==> src/rtl/beagleg_pkg.sv <==
// Shared constants and state type for the record serializer.
// The CSUM state exists only when RECORD_SERIALIZER_CHECKSUM_EN is defined.
package beagleg_pkg;

    localparam int DEFAULT_WORD_SIZE    = 8;
    localparam int DEFAULT_RECORD_WORDS = 16;

`ifdef RECORD_SERIALIZER_CHECKSUM_EN
    typedef enum logic [1:0] {
        IDLE  = 2'd0,
        SHIFT = 2'd1,
        CSUM  = 2'd2
    } ser_state_t;
`else
    typedef enum logic [0:0] {
        IDLE  = 1'b0,
        SHIFT = 1'b1
    } ser_state_t;
`endif

endpackage

==> src/rtl/record_serializer.sv <==
// Splits a wide record from an upstream FIFO into WORD_SIZE words with a valid/ready handshake.
// Optional trailing XOR checksum word: define RECORD_SERIALIZER_CHECKSUM_EN.
module record_serializer
    import beagleg_pkg::*;
#(
    parameter int WORD_SIZE    = DEFAULT_WORD_SIZE,
    parameter int RECORD_WORDS = DEFAULT_RECORD_WORDS
) (
    input  logic                              clk,
    input  logic                              rst_n,
    input  logic                              fifo_empty,
    output logic                              fifo_read_en,
    input  logic [WORD_SIZE*RECORD_WORDS-1:0] record_in,
    output logic [WORD_SIZE-1:0]              word_out,
    output logic                              word_valid,
    input  logic                              word_ready,
    output logic                              busy,
    output logic [15:0]                       record_count
);

    localparam int REC_W = WORD_SIZE * RECORD_WORDS;
    localparam int IDX_W = $clog2(RECORD_WORDS);
    localparam logic [IDX_W-1:0] LAST_IDX = IDX_W'(RECORD_WORDS - 1);

    ser_state_t           state_reg, state_next;
    logic [REC_W-1:0]     shift_reg, shift_next;
    logic [IDX_W-1:0]     index_reg, index_next;
    logic [15:0]          count_reg, count_next;
`ifdef RECORD_SERIALIZER_CHECKSUM_EN
    logic [WORD_SIZE-1:0] csum_reg, csum_next;
`endif

    logic handshake;
    logic final_word;
    logic load;

    always_ff @(posedge clk or negedge rst_n) begin
        if (!rst_n) begin
            state_reg <= IDLE;
            shift_reg <= '0;
            index_reg <= '0;
            count_reg <= '0;
`ifdef RECORD_SERIALIZER_CHECKSUM_EN
            csum_reg  <= '0;
`endif
        end else begin
            state_reg <= state_next;
            shift_reg <= shift_next;
            index_reg <= index_next;
            count_reg <= count_next;
`ifdef RECORD_SERIALIZER_CHECKSUM_EN
            csum_reg  <= csum_next;
`endif
        end
    end

    always_comb begin
        state_next = state_reg;
        shift_next = shift_reg;
        index_next = index_reg;
        count_next = count_reg;
`ifdef RECORD_SERIALIZER_CHECKSUM_EN
        csum_next  = csum_reg;
`endif

        word_valid = (state_reg != IDLE);
        busy       = word_valid;
        handshake  = word_valid && word_ready;
        word_out   = shift_reg[WORD_SIZE-1:0];
`ifdef RECORD_SERIALIZER_CHECKSUM_EN
        if (state_reg == CSUM) begin
            word_out = csum_reg;
        end
        final_word = (state_reg == CSUM);
`else
        final_word = (state_reg == SHIFT) && (index_reg == LAST_IDX);
`endif

        // A new record is taken either from idle or in the same cycle the last word leaves.
        load = !fifo_empty && ((state_reg == IDLE) || (handshake && final_word));

        if (handshake) begin
            if (state_reg == SHIFT) begin
                shift_next = shift_reg >> WORD_SIZE;
                index_next = index_reg + 1'b1;
`ifdef RECORD_SERIALIZER_CHECKSUM_EN
                csum_next  = csum_reg ^ shift_reg[WORD_SIZE-1:0];
                if (index_reg == LAST_IDX) begin
                    state_next = CSUM;
                end
`endif
            end
            if (final_word) begin
                state_next = IDLE;
                count_next = count_reg + 16'd1;
            end
        end

        if (load) begin
            state_next = SHIFT;
            shift_next = record_in;
            index_next = '0;
`ifdef RECORD_SERIALIZER_CHECKSUM_EN
            csum_next  = '0;
`endif
        end
    end

    // Gated by rst_n so no dequeue can leak out while reset is held.
    assign fifo_read_en = load && rst_n;
    assign record_count = count_reg;

endmodule

==> config.mk <==
export PLATFORM = sky130hd
export DESIGN_NAME = record_serializer
export DESIGN_NICKNAME = d
export VERILOG_FILES = /design/src/rtl/beagleg_pkg.sv /design/src/rtl/record_serializer.sv
export SDC_FILE = /design/constraint.sdc
export NUM_CORES = 1
export LEC_CHECK = 0
export BUFFER_PORTS_ARGS = -buffer_cell sky130_fd_sc_hd__buf_2
export CAP_MARGIN = 20
export CELL_PAD_IN_SITES_DETAIL_PLACEMENT = 1
export CELL_PAD_IN_SITES_GLOBAL_PLACEMENT = 1
export CORE_UTILIZATION = 25
export CTS_CLUSTER_DIAMETER = 100
export DETAILED_ROUTE_END_ITERATION = 10
export GPL_TIMING_DRIVEN = 0
export HOLD_SLACK_MARGIN = 0.1
export PLACE_DENSITY = 0.62
export SLEW_MARGIN = 10
export SYNTH_ARGS = -nofsm -noshare
export SYNTH_HDL_FRONTEND = slang
export SYNTH_SLANG_ARGS = --single-unit
==> constraint.sdc <==
create_clock -name clk -period 5.9 [get_ports clk]
set_clock_uncertainty 0.15 [all_clocks]
set_input_delay 1.18 -clock clk [delete_from_list [all_inputs] [get_ports clk]]
set_output_delay 1.18 -clock clk [all_outputs]
set_load 0.005 [all_outputs]
==> results.yml <==
synthesis:
  synth_nets: 1079
  synthFlopType: "dfrtp_1"
  synth_edf_count: 0
  synth_area_mm2: 0.009681
  synth_warnings: 0
  synthArstFlopShare: 1.000
  synth.avg_cell_area_um2: 10.24
  synth.area.top_cells: "dfrtp_1 39%, o221a_2 13%, mux2i_1 12%"
  yosys.area.top_type: "dfrtp_1"
  syn_inst: 945
  synth-seq-cells: 149
  synth_top_area_share: 0.3852
  ys_seq_area_frac: 0.3852
  yosysUniqueCellTypes: 37
setup_path:
  rr_startpoint: "index_reg[0]"
  critPathMaxFanout: 10
  start_kind: "primary input"
  r2r_slack_ps: 3130
  required_ps: 4570
  end_kind: "output pin"
  crit_path_end: "fifo_read_en"
  critPathArrivalTime_ps: 2920
  r2r_end: "shift_reg[8]"
  rr_worst_depth: 6
  startpoint: "fifo_empty"
  worstSetupPathType: "in2out"
cells_and_area:
  nNetsFinal: 1257
  drive_gt1_frac: 0.3072
  fin_area_mm2: 0.01174
  largest_reg_flops: 128
  areaGrowthSynthToFinish_pct: 21.27
global_route:
  met2_usage: 0.3023
  grt_util_met1: 0.2667
  grt_pass1_vias: 9626
  overflow: 0
  grt_max_degree: 82
  grt_pass1_wl_mm: 58.52
  grt_use_met3: 0.03323
  grt_usage: 0.1925
  busiest_layer: "met2"
  antenna_found_initial: 5
power_and_ir_drop:
  pwr_density_cell_mw_per_mm2: 375.5
  cell_internal_pwr_mw: 2.850
  pwr-share-comb: 0.322
  p_sw_mw: 1.559
  ir_worst_vdd_mv: 0.1638
  p_leak_nw: 4.763
  p_clk_frac: 0.255
  swShare: 0.3536
  pwr-share-seq: 0.423
timing:
  worstMarginPinSlew_ps: 801.6
  finalCritPeriodShare: 0.7205
  rsz0062_at_grt: "no"
  setup_violations: 0
  slew_viol_final: 0
  fin_crit_ps: 4251
  final-hold-violation-count: 0
  maxSlewHeadroom: 0.4656
  tns_ps: 0
  max_freq_ghz: 0.2352
job:
  max_cap_violations: 0
detailed_routing:
  vias: 9107
  vias_per_cell: 5.516
  drc: 0
  wl_mm: 37.28
  first_pass_iters: 7
  routedWlPerCell_um: 22.58
  drt_iter0_drc: 586
  ant_nets: 0
clock_tree:
  h-tree-depth: 4
  cts_tree: "done"
  numClockSinks: 149
  cts_buffers: 17
  clk_pin_slew_ps: 60
  clock_path_buffers: 2
  cts.repair.resized: 0
  cts_setup_buffers: 0
  clk_latency_ps: 460
  ctsRootBufferMaster: "clkbuf_16"
  cts-hold-fix-buffers: 0
run_status:
  status: "finished clean"
place:
  io_buffers: 158
  hpwl_mm: 26.44
  place.gp.congestion: 0.7831
  placedInstanceArea_mm2: 0.01115
floorplan:
  rows: 71
  initial_core_util: 0.2558
  core_area_mm2: 0.03784
  die_area_mm2: 0.03951
  die_h_um: 198.8
  die-width_um: 198.8
  ioPinCount: 159
hold_path:
  hold_path.class: "reg2reg"
==> placed cells by master, fill, tap and decap left out, types with 17 or more instances in the layout <==
| cell type | count |
|---|---|
| clkbuf_16 | 17 |
| o211ai_1 | 104 |
| buf_2 | 183 |
| o21ai_0 | 122 |
| nand3b_1 | 112 |
| o221a_2 | 112 |
| clkbuf_1 | 66 |
| dfrtp_1 | 149 |
| mux2i_1 | 112 |
==> synthesized netlist by cell type, types with 9 or more instances <==
cell      number
buf_2         26
nand2_1        9
a211oi_1      16
nand3_1       10
buf_1         16
clkbuf_1      65
buf_4         10
nand3b_1     112
o211ai_1     104
dfrtp_1      149
xor2_1         9
o21ai_0      122
o221a_2      112
mux2i_1      112
==> metal layers <==
layer / up-vias / wire, µm
met5: - / 13
met4: 2 / 506
met3: 41 / 1368
met2: 194 / 17760
met1: 4717 / 17630
li1: 4153 / -
==> worst min path at each step <==
stage | cells past startpoint | start | slack (ps) | end
6_report | 1 | record_count[15] | 330 | record_count[15]
2_1_floorplan | 2 | index_reg[1] | 320 | index_reg[1]
3_3_place_gp | 1 | record_count[15] | 310 | record_count[15]
4_1_cts | 1 | record_count[15] | 320 | record_count[15]
3_5_place_dp | 1 | record_count[15] | 310 | record_count[15]
5_1_grt | 1 | record_count[15] | 350 | record_count[15]
==> cell families after synthesis <==
kind of cell | share of synthesized area
buffers and inverters | 0.05338
adders and majority gates | 0.002585
DFF | 0.3852
xor gates and xnor gates | 0.01538
AOI/OAI and AO/OA | 0.3066
and+or+nand+nor | 0.1188
muxes | 0.1181
==> power groups by stage <==
stage,logic [mW],registers (mW),clock network [mW]
finish,1.42,1.87,1.12
CTS,1.43,1.86,1.14
global placement,1.36,1.85,0
floorplan,1.09,1.67,0
global route,1.58,1.92,1.19
detailed placement,1.42,1.87,0
==> layout make-up <==
class / instances / area (µm²)
Antenna cell: 4 / 10.01
Inverter: 2 / 7.507
Timing Repair Buffer: 159 / 828.3
Tap cell: 511 / 639.4
Sequential cell: 149 / 3729
Buffer: 117 / 509.2
Clock inverter: 10 / 97.59
Multi-Input combinational cell: 677 / 5435
Fill cell: 4371 / 26100
Clock buffer: 22 / 484.2
==> worst max-delay path, stage by stage <==
cell      delay, ps
buf_2           100
buf_2           190
clkbuf_1        350
a21oi_1         390
clkbuf_1        410
and2_1          190
buf_2           100
==> metrics by stage <==
step                total power, mW  hold slack (ps)  utilization  worst slack, ps  cells
finish                        4.409            325.5       0.3102             1649   1651
global placement              3.217            307.0       0.2936            24.83   1614
CTS                           4.430            324.8       0.3100             1598   1647
floorplan                     2.759            318.1            -             2386    945
detailed placement            3.293            311.5       0.2946             1600   1615
global route                  4.679            353.6       0.3102             1497   1650
No activity file was read; power rests on OpenSTA's default activity.
